[config.mk]
export PLATFORM = sky130hd
export DESIGN_NAME = sad_window_accum
export DESIGN_NICKNAME = d
export VERILOG_FILES = /design/src/rtl/sad_window_accum.sv
export SDC_FILE = /design/constraint.sdc
export NUM_CORES = 1
export LEC_CHECK = 0
export BUFFER_PORTS_ARGS = -buffer_cell sky130_fd_sc_hd__buf_2
export CAP_MARGIN = 20
export CORE_MARGIN = 1.5
export CORE_UTILIZATION = 30
export CTS_CLUSTER_DIAMETER = 150
export DETAILED_ROUTE_END_ITERATION = 16
export PLACE_DENSITY = 0.45
export SYNTH_ARGS = -nofsm -noshare
export SYNTH_HDL_FRONTEND = slang
export SYNTH_SLANG_ARGS = --single-unit
[constraint.sdc]
create_clock -name clk -period 5.8 [get_ports clk]
set_input_delay 0 -clock clk [delete_from_list [all_inputs] [get_ports clk]]
set_output_delay 0 -clock clk [all_outputs]
set_load 0.1 [all_outputs]
[src/rtl/sad_window_accum.sv]
// Streaming windowed sum of absolute pixel differences with saturation and a threshold match flag.
// Latency: last beat of a window accepted at edge T -> result valid after edge T+2.
// Backpressure: in_ready drops from the last accepted beat of a window until the result handshake.
module sad_window_accum #(
  parameter int PIX_W    = 16,
  parameter int CHANNELS = 3,
  parameter int WIN      = 11,
  parameter int SUM_W    = 32
) (
  input  logic                      clk,
  input  logic                      reset,
  input  logic                      clear,
  input  logic                      in_valid,
  output logic                      in_ready,
  input  logic [CHANNELS*PIX_W-1:0] in_cur,
  input  logic [CHANNELS*PIX_W-1:0] in_ref,
  input  logic [SUM_W-1:0]          threshold,
  output logic                      out_valid,
  input  logic                      out_ready,
  output logic [SUM_W-1:0]          out_sum,
  output logic                      out_match,
  output logic                      out_sat
);

  // Per-beat sum width covers CHANNELS full-scale differences; the extended
  // accumulator sum is wide enough that nothing is lost before the overflow test.
  localparam int BW = PIX_W + $clog2(CHANNELS) + 1;
  localparam int EW = ((SUM_W > BW) ? SUM_W : BW) + 1;
  localparam int NBEATS = WIN * WIN;
  localparam int CW = (NBEATS > 1) ? $clog2(NBEATS) : 1;
  localparam logic [CW-1:0] CNT_LAST = CW'(NBEATS - 1);

  logic [CW-1:0]    cnt_q, cnt_d;
  logic             pending_q, pending_d;
  logic             s1_vld_q, s1_last_q;
  logic [BW-1:0]    s1_sum_q, s1_sum_d;
  logic [SUM_W-1:0] acc_q, acc_d;
  logic             sat_q, sat_d;
  logic             fin_q;
  logic             out_valid_q;
  logic [SUM_W-1:0] out_sum_q;
  logic             out_match_q, out_sat_q;

  logic             accept;
  logic             is_last;
  logic [PIX_W-1:0] cur_px, ref_px, diff_px;
  logic [EW-1:0]    sum_ext;
  logic             ovf;

  assign in_ready  = ~pending_q;
  assign accept    = in_valid & in_ready;
  assign is_last   = (cnt_q == CNT_LAST);
  assign out_valid = out_valid_q;
  assign out_sum   = out_sum_q;
  assign out_match = out_match_q;
  assign out_sat   = out_sat_q;

  // Stage 1 datapath: absolute difference per channel, summed across channels.
  always_comb begin
    s1_sum_d = '0;
    cur_px   = '0;
    ref_px   = '0;
    diff_px  = '0;
    for (int c = 0; c < CHANNELS; c++) begin
      cur_px   = in_cur[c*PIX_W +: PIX_W];
      ref_px   = in_ref[c*PIX_W +: PIX_W];
      diff_px  = (cur_px >= ref_px) ? (cur_px - ref_px) : (ref_px - cur_px);
      s1_sum_d = s1_sum_d + BW'(diff_px);
    end
  end

  // Beat counter and result-pending flag; pending is what throttles the input.
  always_comb begin
    cnt_d     = cnt_q;
    pending_d = pending_q;
    if (accept) begin
      cnt_d = is_last ? '0 : cnt_q + CW'(1);
      if (is_last) pending_d = 1'b1;
    end
    if (out_valid_q && out_ready) pending_d = 1'b0;
  end

  // Stage 2 accumulator: saturate to all-ones on overflow and remember it for the window.
  always_comb begin
    sum_ext = EW'(acc_q) + EW'(s1_sum_q);
    ovf     = |sum_ext[EW-1:SUM_W];
    acc_d   = acc_q;
    sat_d   = sat_q;
    if (fin_q) begin
      acc_d = '0;
      sat_d = 1'b0;
    end else if (s1_vld_q) begin
      acc_d = ovf ? '1 : sum_ext[SUM_W-1:0];
      sat_d = sat_q | ovf;
    end
  end

  // Control and pipeline state; clear flushes everything reset does except the result value.
  always_ff @(posedge clk) begin
    if (reset || clear) begin
      cnt_q       <= '0;
      pending_q   <= 1'b0;
      s1_vld_q    <= 1'b0;
      s1_last_q   <= 1'b0;
      s1_sum_q    <= '0;
      acc_q       <= '0;
      sat_q       <= 1'b0;
      fin_q       <= 1'b0;
      out_valid_q <= 1'b0;
    end else begin
      cnt_q     <= cnt_d;
      pending_q <= pending_d;
      s1_vld_q  <= accept;
      s1_last_q <= accept & is_last;
      s1_sum_q  <= s1_sum_d;
      acc_q     <= acc_d;
      sat_q     <= sat_d;
      fin_q     <= s1_vld_q & s1_last_q;
      if (fin_q)                        out_valid_q <= 1'b1;
      else if (out_valid_q && out_ready) out_valid_q <= 1'b0;
    end
  end

  // Result registers: loaded once per window, held until the next window completes.
  always_ff @(posedge clk) begin
    if (reset) begin
      out_sum_q   <= '0;
      out_match_q <= 1'b0;
      out_sat_q   <= 1'b0;
    end else if (fin_q && !clear) begin
      out_sum_q   <= acc_q;
      out_match_q <= (acc_q < threshold);
      out_sat_q   <= sat_q;
    end
  end

endmodule

==> Word-level counts from Yosys, hierarchy flattened <==
Index checks and enable logic that the tools add are counted.
{ "word_totals": {"ff_bits": 98, "inputBits": 133, "output_inout_bits": 36, "wordCells": 47} }
{ "op_classes": {"addsub": 10, "n_lt_le_gt_ge": 4, "eq_ne": 1, "muxes": 7, "n_bitwise": 5, "reduce_logical": 8} }
{ "op_table": {"columns": ["cell", "count"], "rows": [
  ["$sub 16x16->16", 6],
  ["$ge 16x16->1", 3],
  ["$mux 16", 3],
  ["$add 32x19->33", 1],
  ["$lt 32x32->1", 1],
  ["$mux 32", 1],
  ["$add 17x16->18", 1],
  ["$add 16x16->17", 1],
  ["$add 7x1->7 const B", 1],
  ["$eq 7x7->1 const B", 1],
  ["$mux 7", 1],
  ["$reduce_or 2->1", 2],
  ["$and 1x1->1", 3],
  ["$logic_and 1x1->1", 2],
  ["$mux 1", 2],
  ["$reduce_and 2->1", 1],
  ["$reduce_bool 2->1", 1],
  ["$logic_not 1->1", 1],
  ["$logic_or 1x1->1", 1],
  ["$not 1->1", 1],
  ["$or 1x1->1", 1]
]} }

==> Depth between registers and ports, before layout <==
{ "depth": {"word_depth": 4, "ltp_mapped": 24, "depth_no_buf": 22} }

==> Worst setup path after synthesis <==
Ideal clock, no wire load.
{ "synth_path": {"path_type": "input -> register", "startpoint": "input in_cur[16]", "endpoint": "register s1_sum_q[14]", "setup_ns": 0.062, "t_arrival_ns": 4.338, "t_required_ns": 5.738, "path_slack_ns": 1.400, "stages": 21, "path_buffers": 2, "path_cell_list": "inv_1 -> ha_1 -> inv_1 -> fa_1 -> a211oi_1 -> o21ai_0 -> a311oi_1 -> o22a_2 -> buf_6 -> buf_6 -> mux2i_1 -> xnor2_1 -> fa_1 -> inv_1 -> ha_1 -> nand4_1 -> or2_2 -> o211ai_1 -> nand3_1 -> or4b_2 -> nand3_1"} }
{ "synth_via": {"elab_chain_len": 4, "elab_cells_between_ends": 6, "cone_classes": "add/sub: 4; order compare: 1; mux: 1"} }
{ "synth_rtl": {"columns": ["element", "line", "rtl"], "rows": [
  ["from (decl)", "15", "input logic [CHANNELS*PIX_W-1:0] in_cur,"],
  ["$sub 16x16->16 / $ge 16x16->1 (equally long branches)", "67", "diff_px = (cur_px >= ref_px) ? (cur_px - ref_px) : (ref_px - cur_px);"],
  ["$mux 16 *", "67", null],
  ["$add 16x16->17 *", "68", "s1_sum_d = s1_sum_d + BW'(diff_px);"],
  ["$add 17x16->18 *", "68", null],
  ["to (signal assigned)", "115", "s1_sum_q <= s1_sum_d;"],
  ["to (decl)", "36", "logic [BW-1:0] s1_sum_q, s1_sum_d;"]
]} }
Every way passes the cells marked *; elsewhere a longest branch is shown, timed or not.
A chain may end at the register's enable or synchronous reset.

==> Worst setup path in the final report <==
Same ends and word-level chain as after synthesis.

==> parameters.txt <==
Parameter                              Value

Status
  Result of the run    complete, no violations

Drt
  Detailed-router iteration count before antenna repair    5
  Average wire per cell in the routed design    14.6 µm
  Detailed-route wire length    29,400 µm
  Initial DRC count    around 570
  Routed Antenna Nets    0
  Via count    between 9,000 and 10,000
  DRC violation count after routing    0
  DR vias/cell    4.90

Synth
  Number of warnings issued by yosys    0
  Share of flip-flops with an asynchronous set or reset after synthesis    0%
  Synthesized netlist net count    1,732
  Post-Syn Area per Cell    between 7 and 8 µm²
  Cell types occupying the most area after synthesis    sky130_fd_sc_hd__ha_1 19%, sky130_fd_sc_hd__dfxtp_1 18%, sky130_fd_sc_hd__a21oi_1 7.5%
  Dominant synthesized flop cell    sky130_fd_sc_hd__dfxtp_1
  Share of the synthesized area in the top cell type    18.5%
  Count of cell types in the netlist    75
  Cell type contributing the most total cell area after synthesis    sky130_fd_sc_hd__ha_1
  Number of enable-type register cells in the synthesized netlist    0
  Number of register bits inferred by synthesis    97
  Gate Count Post-Synth    1,416
  Share of the yosys chip area belonging to registers    18.1%
  Cell area after technology mapping    10,700 µm²

Layout
  Share of post-route cells with drive strength above 1    14.0%
  Seq. cell area    1940 µm²
  Final design utilization    34.5%
  Most common cell after layout, fill and taps aside    sky130_fd_sc_hd__inv_1
  Antenna diode count    0
  Number of standard cells in the final layout excluding fillers    2,005
  Leading cell types in the layout, fill and taps excluded    194 x sky130_fd_sc_hd__inv_1, 168 x sky130_fd_sc_hd__buf_2, 160 x sky130_fd_sc_hd__a21oi_1
  Layout fillers    3,866
  Multi-input gate area    7760 µm²
  Layout-stage area growth over the synthesis result    13.5%
  Total number of nets in the final design    roughly 1,900

CTS
  Clock tree from TritonCTS    yes
  Total of cells resized after clock tree synthesis    0
  Number of H-tree levels    3
  Number of buffers added by the clock tree synthesis step    9
  Number of buffers on the longest clock path    2
  Root buffer cell    sky130_fd_sc_hd__clkbuf_16
  Clock-pin slew of the registers on the worst-case setup and hold paths    70 ps
  # clock sinks    97
  Clock Latency Late Sink    between 300 and 400 ps

Pwr
  Switching portion of total power    42.5%
  Lkg Pwr    6.07 nW
  Part of the power in registers    a little under a quarter
  Part of the total power dissipated in the clock network    19.3%
  Internal power summed over all cells    approximately 1.8 mW
  Areal power density over the cells    263 nW/µm²
  Peak supply drop    0.149 mV
  Gate power share    58.1%
  NetSw    1.37 mW

Floorplan
  I/O pins    169
  Number of placement rows    just under 70
  Initial standard-cell utilization of the core    between 30% and 40%
  Die height    192 µm
  Die area    about 37,000 µm²
  Total core area    35,400 µm²
  Die width    slightly below 200 µm

Timing
  Post-Route Setup TNS    0 ps
  Worst relative slew slack    roughly 45%
  Time the final worst path needs with I/O delays and setup    approximately 4900 ps
  RSZ-0062 raised after global routing    false
  Max Clock Freq    a little over 200 MHz
  Slew at the pin with the worst max-slew slack    ~830 ps
  Final hold violation count    0
  Final Skew    3.19 ps
  Period utilization    83.8%
  Max-slew violations    0
  Finish-stage setup viols    0

Critical path
  Worst path depth    21
  Startpoint of the worst setup timing path    in_cur[16]
  Reg-to-reg startpoint    acc_q[0]
  Peak fanout along the critical path    24
  Register-to-register setup slack    2990 ps
  Crit start category    input port
  Critical Path End Type    flop
  Critical path class    in2reg
  Largest stage delay on the critical path    640 ps
  Crit path max-delay family    compound AO/OA/AOI/OAI gates
  Count of buffering cells on the critical path with inverters included    4
  Cells on worst reg2reg path    10
  Ordered cell list for the critical path    buf_2 -> inv_1 -> ha_1 -> inv_1 -> fa_1 -> a211oi_1 -> o21ai_0 -> a311oi_1 -> o22a_2 -> mux2i_1 -> o21ai_1 -> xnor2_1 -> fa_1 -> inv_1 -> ha_1 -> nand4_1 -> or2_2 -> o211ai_1 -> nand3_1 -> or4b_2 -> nand3_1
  Most Frequent Cell on Critical Path    sky130_fd_sc_hd__inv_1
  Capturing point of the worst reg2reg path    acc_q[10]
  Endpoint required time on the critical path    6090 ps
  Worst path arrival time    5150 ps
  Worst path slowest cell    sky130_fd_sc_hd__or4b_2
  Destination of the critical timing path    s1_sum_q[14]

Placed design
  Number of port buffers    168
  Count of placed standard cells including taps    1,987
  Final weighted congestion of routability-driven global placement    0.868
  HPWL Detailed    24,100 µm

Flow run
  Number of max-cap violations    0

GRT
  First-pass GRT wire length    between 40,000 and 50,000 µm
  Global routing usage on met2    26.4%
  Largest net degree at the start of global routing    39
  Number of global-route vias before repair    9,197
  Routing usage on met1    21.7%
  Met3 track demand over resource    1.15%
  Total track usage    15.7%
  GR Overflow Total    0
  Most used routing layer    met2
  Number of antenna violations at the first check in global routing    0

Hold path
  Worst hold path type    in2reg
flip-flops by register name, indices dropped and copies added (netlist names):
register and cells:
fin_q 1, acc_q 32, sat_q 1, cnt_q 7
s1_last_q 1, s1_sum_q 18, out_sat 1, pending_q 1
out_sum 32, out_valid 1, out_match 1, s1_vld_q 1
metal layers:
| metal | up-vias | wire length [µm] |
|---|---|---|
| met5 | - | 0 |
| met4 | 0 | 406 |
| met3 | 21 | 924 |
| met2 | 191 | 13500 |
| met1 | 4493 | 14500 |
| li1 | 5125 | - |
power groups by stage:
stage	clock (mW)	combinational (mW)	sequential [mW]
2_1_floorplan	0	1.47	0.732
3_3_place_gp	0	1.87	0.744
3_5_place_dp	0	1.88	0.742
4_1_cts	0.645	1.89	0.728
5_1_grt	0.663	2.15	0.730
6_report	0.619	1.87	0.728
cell families after synthesis:
logic type / Yosys count / synth area share [%]
DFF: 97 / 18.1
adders and majority gates: 183 / 23.0
buffers and inverters: 256 / 9.75
xor gates and xnor gates: 78 / 6.36
muxes: 23 / 2.19
AOI/OAI and AO/OA: 416 / 24.6
and+or+nand+nor: 363 / 16.0
worst register-to-register path: cells and delay by family, from the launching register on:
family,cells,cell delay [ps]
buffers and inverters,1,80
AOI/OAI and AO/OA,5,1570
and+or+nand+nor,2,240
DFF,1,350
adders and majority gates,2,430
how the worst min path moves through the flow:
| stage | slack, ps | endpoint | from | cells after the start |
|---|---|---|---|---|
| 5_1_grt | 190 | cnt_q[0] | in_valid | 4 |
| 4_1_cts | 130 | out_match | threshold[31] | 6 |
| 2_1_floorplan | 120 | pending_q | out_ready | 1 |
| 6_report | 150 | out_match | threshold[31] | 6 |
| 3_5_place_dp | 260 | pending_q | out_ready | 2 |
| 3_3_place_gp | 230 | pending_q | out_ready | 2 |
synthesized netlist by cell type (4+ instances only):
master and instances:
sky130_fd_sc_hd__or2_2 5, sky130_fd_sc_hd__a21oi_1 160, sky130_fd_sc_hd__buf_2 25, sky130_fd_sc_hd__ha_1 159
sky130_fd_sc_hd__nand2b_1 8, sky130_fd_sc_hd__nand4_1 26, sky130_fd_sc_hd__a31oi_1 23, sky130_fd_sc_hd__a221oi_1 5
sky130_fd_sc_hd__o21bai_1 17, sky130_fd_sc_hd__inv_1 194, sky130_fd_sc_hd__buf_4 6, sky130_fd_sc_hd__xnor2_1 46
sky130_fd_sc_hd__mux2i_1 22, sky130_fd_sc_hd__buf_6 4, sky130_fd_sc_hd__o211ai_1 14, sky130_fd_sc_hd__and2_1 10
sky130_fd_sc_hd__nor2b_1 20, sky130_fd_sc_hd__nor2_1 84, sky130_fd_sc_hd__o41ai_1 4, sky130_fd_sc_hd__nand2_1 122
sky130_fd_sc_hd__clkbuf_1 24, sky130_fd_sc_hd__a41oi_1 4, sky130_fd_sc_hd__o21ai_0 69, sky130_fd_sc_hd__xor2_1 32
sky130_fd_sc_hd__fa_1 24, sky130_fd_sc_hd__a211oi_1 8, sky130_fd_sc_hd__a31o_2 4, sky130_fd_sc_hd__dfxtp_1 97
sky130_fd_sc_hd__nor3_1 29, sky130_fd_sc_hd__and3_1 9, sky130_fd_sc_hd__o21a_1 9, sky130_fd_sc_hd__nand3_1 29
sky130_fd_sc_hd__a311oi_1 7, sky130_fd_sc_hd__a21o_1 57
what timing repair did:
| item | CTS | global route |
|---|---|---|
| hold buffers | 1 | 0 |
| setup buffers | 0 | 0 |
| endpoints found under the hold margin | 2 | 0 |
through the flow:
stage / area (µm²) / worst slack, ps / power (mW) / hold WS, ps
floorplan: 10700 / 1400 / 2.20 / 118
detailed placement: 11900 / 623 / 2.62 / 259
finish: 12200 / 938 / 3.21 / 148
CTS: 12200 / 972 / 3.26 / 134
global route: 12200 / 539 / 3.55 / 195
global placement: 11900 / 703 / 2.61 / 229
cell type report:
type	count	area share [%]
multi-input combinational	1063	63.6
inverter	194	5.97
sequential	97	15.9
tap	461	4.73
clock inverter	5	0.441
clock buffer	11	2.07
timing repair buffer	174	7.28
Power figures use the tool's default switching activity.
